--- src/rtl/if_pkg.sv ---
// Shared definitions for the instruction-fetch stage: FSM states and
// architectural constants used by the fetch unit and its environment.
package if_pkg;

  // Fetch FSM states: no request outstanding, one request outstanding,
  // or one outstanding response that must be thrown away.
  typedef enum logic [1:0] {
    IDLE = 2'd0,
    WAIT = 2'd1,
    DROP = 2'd2
  } fetch_state_e;

  localparam logic [31:0] NOP_INSTR = 32'h0000_0000;
  localparam logic [31:0] RESET_PC  = 32'h8000_0000;

endpackage

--- src/rtl/if_fifo.sv ---
// Small synchronous FIFO holding fetched {pc, instr} entries.
// Head is read combinationally so decode sees it in the same cycle it becomes
// valid; flush clears the occupancy in one cycle. Pointers wrap naturally
// because DEPTH is a power of two.
module if_fifo #(
  parameter int DEPTH = 2,
  parameter int WIDTH = 64
) (
  input  logic                     clk_i,
  input  logic                     rst_ni,
  input  logic                     push_i,
  input  logic [WIDTH-1:0]         data_i,
  input  logic                     pop_i,
  input  logic                     flush_i,
  output logic [WIDTH-1:0]         data_o,
  output logic [$clog2(DEPTH):0]   count_o
);

  localparam int PW = $clog2(DEPTH);
  localparam int CW = PW + 1;

  logic [WIDTH-1:0] mem_q [DEPTH];
  logic [PW-1:0]    wr_ptr_q;
  logic [PW-1:0]    rd_ptr_q;
  logic [CW-1:0]    count_q;

  // Storage write; contents need no reset since the head is qualified by count.
  always_ff @(posedge clk_i) begin
    if (push_i) begin
      mem_q[wr_ptr_q] <= data_i;
    end
  end

  // Pointer and occupancy tracking; flush wins over push/pop.
  always_ff @(posedge clk_i or negedge rst_ni) begin
    if (!rst_ni) begin
      wr_ptr_q <= '0;
      rd_ptr_q <= '0;
      count_q  <= '0;
    end else if (flush_i) begin
      wr_ptr_q <= '0;
      rd_ptr_q <= '0;
      count_q  <= '0;
    end else begin
      if (push_i) wr_ptr_q <= wr_ptr_q + PW'(1);
      if (pop_i)  rd_ptr_q <= rd_ptr_q + PW'(1);
      count_q <= count_q + CW'(push_i) - CW'(pop_i);
    end
  end

  assign data_o  = mem_q[rd_ptr_q];
  assign count_o = count_q;

endmodule

--- src/rtl/if_fetch.sv ---
// Instruction-fetch stage: issues at most one instruction-memory request at a
// time, buffers returned instructions with their PC, and discards responses
// that belong to a flushed (branched-away) path.
// Optional build macro IF_ALIGN_CHECK_EN: adds id_misalign_o; misaligned PCs
// are buffered with a NOP instruction instead of being sent to memory.
module if_fetch
  import if_pkg::*;
#(
  parameter int FIFO_DEPTH = 2,
  parameter int ADDR_W     = 32
) (
  input  logic              clka,
  input  logic              rsta_n,
  input  logic [ADDR_W-1:0] pc_i,
  input  logic              pc_valid_i,
  output logic              fetch_stall_o,
  input  logic              flush_i,
  output logic              imem_req_o,
  output logic [ADDR_W-1:0] imem_addr_o,
  input  logic              imem_gnt_i,
  input  logic              imem_rvalid_i,
  input  logic [31:0]       imem_rdata_i,
  output logic              id_valid_o,
  input  logic              id_ready_i,
  output logic [31:0]       id_instr_o,
  output logic [ADDR_W-1:0] id_pc_o
`ifdef IF_ALIGN_CHECK_EN
  ,
  output logic              id_misalign_o
`endif
);

  localparam int CW = $clog2(FIFO_DEPTH) + 1;
  localparam int DW = ADDR_W + 32;

  fetch_state_e      state_q;
  logic [ADDR_W-1:0] pending_pc_q;

  logic [CW-1:0] count;
  logic [CW-1:0] occ_after;
  logic [DW-1:0] head;
  logic [DW-1:0] push_data;
  logic          id_valid;
  logic          pop;
  logic          rsp_push;
  logic          misalign_push;
  logic          push;
  logic          slot_free;
  logic          handshake;
  logic          pc_misaligned;

`ifdef IF_ALIGN_CHECK_EN
  assign pc_misaligned = |pc_i[1:0];
`else
  assign pc_misaligned = 1'b0;
`endif

  assign id_valid = (count != '0);
  assign pop      = id_valid & id_ready_i;
  assign rsp_push = (state_q == WAIT) & imem_rvalid_i & ~flush_i;

  // Occupancy after this cycle's pop and response push. A new request only
  // goes out if this leaves room, so its response can always be accepted
  // (only pops can happen while it is outstanding).
  assign occ_after = count - CW'(pop) + CW'(rsp_push);
  assign slot_free = rsta_n & pc_valid_i & ~flush_i & (occ_after < CW'(FIFO_DEPTH));

  assign imem_req_o    = slot_free & ~pc_misaligned & ((state_q == IDLE) | rsp_push);
  assign imem_addr_o   = pc_i;
  assign handshake     = imem_req_o & imem_gnt_i;
  assign misalign_push = slot_free & pc_misaligned & (state_q == IDLE);
  assign fetch_stall_o = rsta_n & pc_valid_i & ~(handshake | misalign_push);

  assign push      = rsp_push | misalign_push;
  assign push_data = misalign_push ? {pc_i, NOP_INSTR} : {pending_pc_q, imem_rdata_i};

  // Request/response tracking: one outstanding request, flushed responses dropped.
  always_ff @(posedge clka or negedge rsta_n) begin
    if (!rsta_n) begin
      state_q      <= IDLE;
      pending_pc_q <= '0;
    end else begin
      case (state_q)
        IDLE: begin
          if (handshake) begin
            state_q      <= WAIT;
            pending_pc_q <= pc_i;
          end
        end
        WAIT: begin
          if (flush_i) begin
            state_q <= imem_rvalid_i ? IDLE : DROP;
          end else if (imem_rvalid_i) begin
            if (handshake) begin
              state_q      <= WAIT;
              pending_pc_q <= pc_i;
            end else begin
              state_q <= IDLE;
            end
          end
        end
        DROP: begin
          if (imem_rvalid_i) state_q <= IDLE;
        end
        default: state_q <= IDLE;
      endcase
    end
  end

  if_fifo #(
    .DEPTH (FIFO_DEPTH),
    .WIDTH (DW)
  ) u_fifo (
    .clk_i   (clka),
    .rst_ni  (rsta_n),
    .push_i  (push),
    .data_i  (push_data),
    .pop_i   (pop),
    .flush_i (flush_i),
    .data_o  (head),
    .count_o (count)
  );

  assign id_valid_o = id_valid;
  assign id_instr_o = id_valid ? head[31:0] : NOP_INSTR;
  assign id_pc_o    = id_valid ? head[DW-1:32] : '0;
`ifdef IF_ALIGN_CHECK_EN
  assign id_misalign_o = id_valid & (|head[33:32]);
`endif

endmodule

--- config.mk ---
export PLATFORM = sky130hd
export DESIGN_NAME = if_fetch
export DESIGN_NICKNAME = d
export VERILOG_FILES = /design/src/rtl/if_pkg.sv /design/src/rtl/if_fifo.sv /design/src/rtl/if_fetch.sv
export SDC_FILE = /design/constraint.sdc
export NUM_CORES = 1
export LEC_CHECK = 0
export BUFFER_PORTS_ARGS = -buffer_cell sky130_fd_sc_hd__buf_2
export CORE_ASPECT_RATIO = 1.25
export CORE_MARGIN = 2
export CORE_UTILIZATION = 55
export DETAILED_ROUTE_END_ITERATION = 8
export HOLD_SLACK_MARGIN = 0.06
export PLACE_DENSITY = 0.82
export REMOVE_ABC_BUFFERS = 1
export SETUP_SLACK_MARGIN = 0.2
export SYNTH_ARGS = -nofsm -noshare
export SYNTH_HDL_FRONTEND = slang
export SYNTH_SLANG_ARGS = --single-unit
--- constraint.sdc ---
create_clock -name clka -period 10.1 [get_ports clka]
set_input_delay 2.02 -clock clka [delete_from_list [all_inputs] [get_ports clka]]
set_output_delay 2.02 -clock clka [all_outputs]
set_load 0.01 [all_outputs]
==> metrics.md <==
| Metric | Value |
|---|---|
| GRT Total Usage | `18.0%` |
| Top-count cell post-synth | `edfxtp_1` |
| Period utilization | `64.0%` |
| Post-synthesis sequential area ratio | `between 70% and 80%` |
| H-tree levels | `4` |
| R2R setup slack | `7.13 ns` |
| DR DRC count | `0` |
| Yosys cell types | `27` |
| Drt initial violations | `approximately 130` |
| Post-synth top area share | `a little under three fifths` |
| Worst reg-to-reg path cell count | `8` |
| RSZ-0062 raised after global routing | `no` |
| Cts hold-fix bufs | `0` |
| Drt wl/cell | `16.1 um` |
| Die area | `13100 sq um` |
| Min-Delay Path Class | `flip-flop to flip-flop` |
| Slew HR | `a little over a fifth` |
| Core box area | `roughly 12000 sq um` |
| Setup crit end kind | `output pin` |
| Vias | `~3.6k` |
| Synthesized cell area | `between 6000 and 7000 sq um` |
| Setup TNS | `0 ns` |
| Power per cell area | `258 nW/um^2` |
| Worst Path Arrival | `around 4.5 ns` |
| Area Growth Syn to Fin | `20.1%` |
| Drt first pass iters | `4` |
| Layout cells sized above 1 | `43.3%` |
| YS warnings | `0` |
| Crit path launch type | `input pin` |
| Worst reg2reg startpoint | `u_fifo.count_o[0]$_DFF_PN0_` |
| DPL Wire Length | `7.05 mm` |
| Combinational Power Share | `22.9%` |
| Antenna Nets Post-Route | `0` |
| CTS tree | `yes` |
| Status | `complete, no violations` |
| Switching share of power | `28.6%` |
| Nets | `about 620` |
| # diodes | `0` |
| Starting Density | `55.9%` |
| Post-CTS Setup Repair Bufs | `0` |
| WS Path Type | `input pin to output pin` |
| Number of fill cells | `861` |
| Final setup fails | `0` |
| Hold Vio Cnt, Final | `0` |
| Fmax | `155 MHz` |
| Worst skew pair latency | `between 0.4 and 0.5 ns` |
| Initial antenna violation count | `0` |
| Final wirelength | `11.7 mm` |
| Root buffer cell | `clkbuf_16` |
| Global route total overflow | `0` |
| Worst Clk Skew | `0.00956 ns` |
| Hold Path Origin | `pending_pc_q[1]$_DFFE_PN0P_` |
| Crit Path Max Fanout | `34` |
| Total power draw | `slightly above 2 mW` |
| Hold path depth | `0` |
| I/O pin count | `170` |
| Site Rows | `45` |
| Mapped Avg Cell Area | `16.5 sq um` |
| Width of the die | `103 um` |
| Ys flop type | `edfxtp_1` |
| Post-CTS Resized | `0` |
| End of the worst hold path | `u_fifo.mem_q[1][33]$_DFFE_PP_` |
| Reg2reg end | `pending_pc_q[11]$_DFFE_PN0P_` |
| Clk slew on worst S/H paths | `approximately 0.06 ns` |
| EDFF count, synth | `128` |
| Synthesized flop and latch total | `between 150 and 200` |
| Flop pwr share | `46.9%` |
| Worst-Margin Slew | `~1.2 ns` |
| Post-synth ARST share | `22.9%` |
| Most frequent cells after synthesis | `128 x edfxtp_1, 68 x nor2_1, 64 x mux2i_1, 38 x dfrtp_1, 32 x buf_4` |
| Global placement routability congestion | `0.751` |
| CTS sink cnt | `166` |
| CTS Buf Count | `17` |
| Yosys top cell by area | `edfxtp_1` |
| Fin crit period | `6.47 ns` |
| Int Power | `1.48 mW` |
| Die height | `127 um` |
| Max-cap violations | `0` |
| Vias in the first global route | `roughly 3.6k` |
| Peak supply drop | `approximately 0.00016 V` |
| Clk buf depth | `2` |
| Pleak | `3.29 nW` |
| First-pass GRT wire length | `17.5 mm` |
| Largest net degree at the start of global routing | `66` |
| Clock share of power | `30.2%` |
| Switching pwr | `0.593 mW` |
| I/O Buffers | `169` |
| Final Max Tran Viols | `0` |
| Main area contributors after synthesis | `edfxtp_1 57%, dfrtp_1 14%, mux2i_1 9.6%` |
| Via density | `4.98` |
| Required time worst endpoint | `8.08 ns` |
| Post-Syn Instances | `405` |
metal layers:
metal / wire length (um) / vias to the layer above / GRT usage (%) / share of wire, %
met1: 4660 / 1766 / 21.0 / 40
met4: 112 / 0 / 5.96 / 0.96
met2: 6320 / 109 / 31.9 / 54
met3: 593 / 8 / 4.87 / 5.1
li1: - / 1726 / - / -
met5: 0 / - / 0 / 0
cell type report:
class / instances / area, sq um / share of cell area [%]
tap: 164 / 205 / 2.55
timing repair buffer: 173 / 876 / 10.9
multi-input combinational: 185 / 1570 / 19.5
clock inverter: 15 / 155 / 1.93
clock buffer: 17 / 425 / 5.29
sequential: 166 / 4800 / 59.6
inverter: 5 / 18.8 / 0.233
worst max-delay path by stage:
stage	start	endpoint	slack, ns	cells past startpoint
after detailed placement	id_ready_i	fetch_stall_o	3.60	10
after global placement	id_ready_i	fetch_stall_o	3.70	10
final	id_ready_i	fetch_stall_o	3.63	10
after CTS	id_ready_i	fetch_stall_o	3.60	10
after global routing	id_ready_i	fetch_stall_o	3.43	10
after floorplan	id_ready_i	fetch_stall_o	4.16	8
power groups by stage:
stage / sequential, mW / combinational [mW] / clock [mW]
after CTS: 0.972 / 0.482 / 0.634
after detailed placement: 0.985 / 0.481 / 0
after global routing: 0.987 / 0.519 / 0.661
final: 0.973 / 0.474 / 0.625
after global placement: 0.976 / 0.471 / 0
after floorplan: 0.946 / 0.343 / 0
registers in the layout (all words and copies together), names as in the netlist:
register	count
u_fifo.rd_ptr_q	1
state_q	2
u_fifo.mem_q	128
pending_pc_q	32
u_fifo.count_o	2
u_fifo.wr_ptr_q	1
per-stage QoR:
step | instance area (sq um) | worst slack, ns | utilization (%) | std cells | hold WS [ns]
2_1_floorplan | 6360 | 4.16 | - | 356 | 0.437
3_3_place_gp | 7460 | 3.70 | 62.2 | 693 | 0.447
3_5_place_dp | 7460 | 3.60 | 62.2 | 693 | 0.455
4_1_cts | 8050 | 3.60 | 67.1 | 725 | 0.470
5_1_grt | 8050 | 3.43 | 67.1 | 725 | 0.490
6_report | 8050 | 3.63 | 67.1 | 725 | 0.465
placed cells by master, fill, tap and decap left out:
| cell | n |
|---|---|
| dfrtp_4 | 1 |
| ha_1 | 2 |
| nor3b_1 | 1 |
| o21ai_0 | 1 |
| a21oi_1 | 1 |
| inv_1 | 5 |
| buf_4 | 4 |
| clkinv_4 | 1 |
| clkinvlp_4 | 8 |
| mux2_2 | 4 |
| dfrtp_1 | 37 |
| inv_6 | 2 |
| nor2b_4 | 1 |
| mux2_4 | 28 |
| nor2b_1 | 1 |
| nand2b_1 | 1 |
| xnor3_2 | 1 |
| nand3b_1 | 2 |
| bufinv_16 | 2 |
| xor2_1 | 2 |
| and3_1 | 2 |
| and4bb_2 | 1 |
| nand4_4 | 1 |
| and3_2 | 1 |
| clkbuf_16 | 17 |
| nor2_4 | 1 |
| buf_2 | 169 |
| mux2i_1 | 64 |
| clkinv_1 | 1 |
| nand2_1 | 1 |
| edfxtp_1 | 128 |
| o41ai_1 | 1 |
| clkinv_2 | 1 |
| and2_1 | 1 |
| nor2_1 | 67 |
cell families (layout without fill, tap and decap cells):
kind of cell	after synthesis	count (layout)	synth area share [%]
and+or+nand+nor	81	81	5.36
muxes	96	96	16.5
DFF	166	166	71.6
AOI/OAI and AO/OA	3	3	0.280
adders and majority gates	2	2	0.373
xor gates and xnor gates	3	3	0.616
buffers and inverters	54	210	5.29
worst max-delay path, stage by stage:
cell and delay, ns:
buf_2 0.10, o21ai_0 0.12, inv_1 0.09, ha_1 0.29
inv_1 0.04, ha_1 0.19, xnor3_2 0.27, nand4_4 0.68
and3_1 0.50, buf_2 0.14
Note: power is estimated with default switching activity, not from simulation.
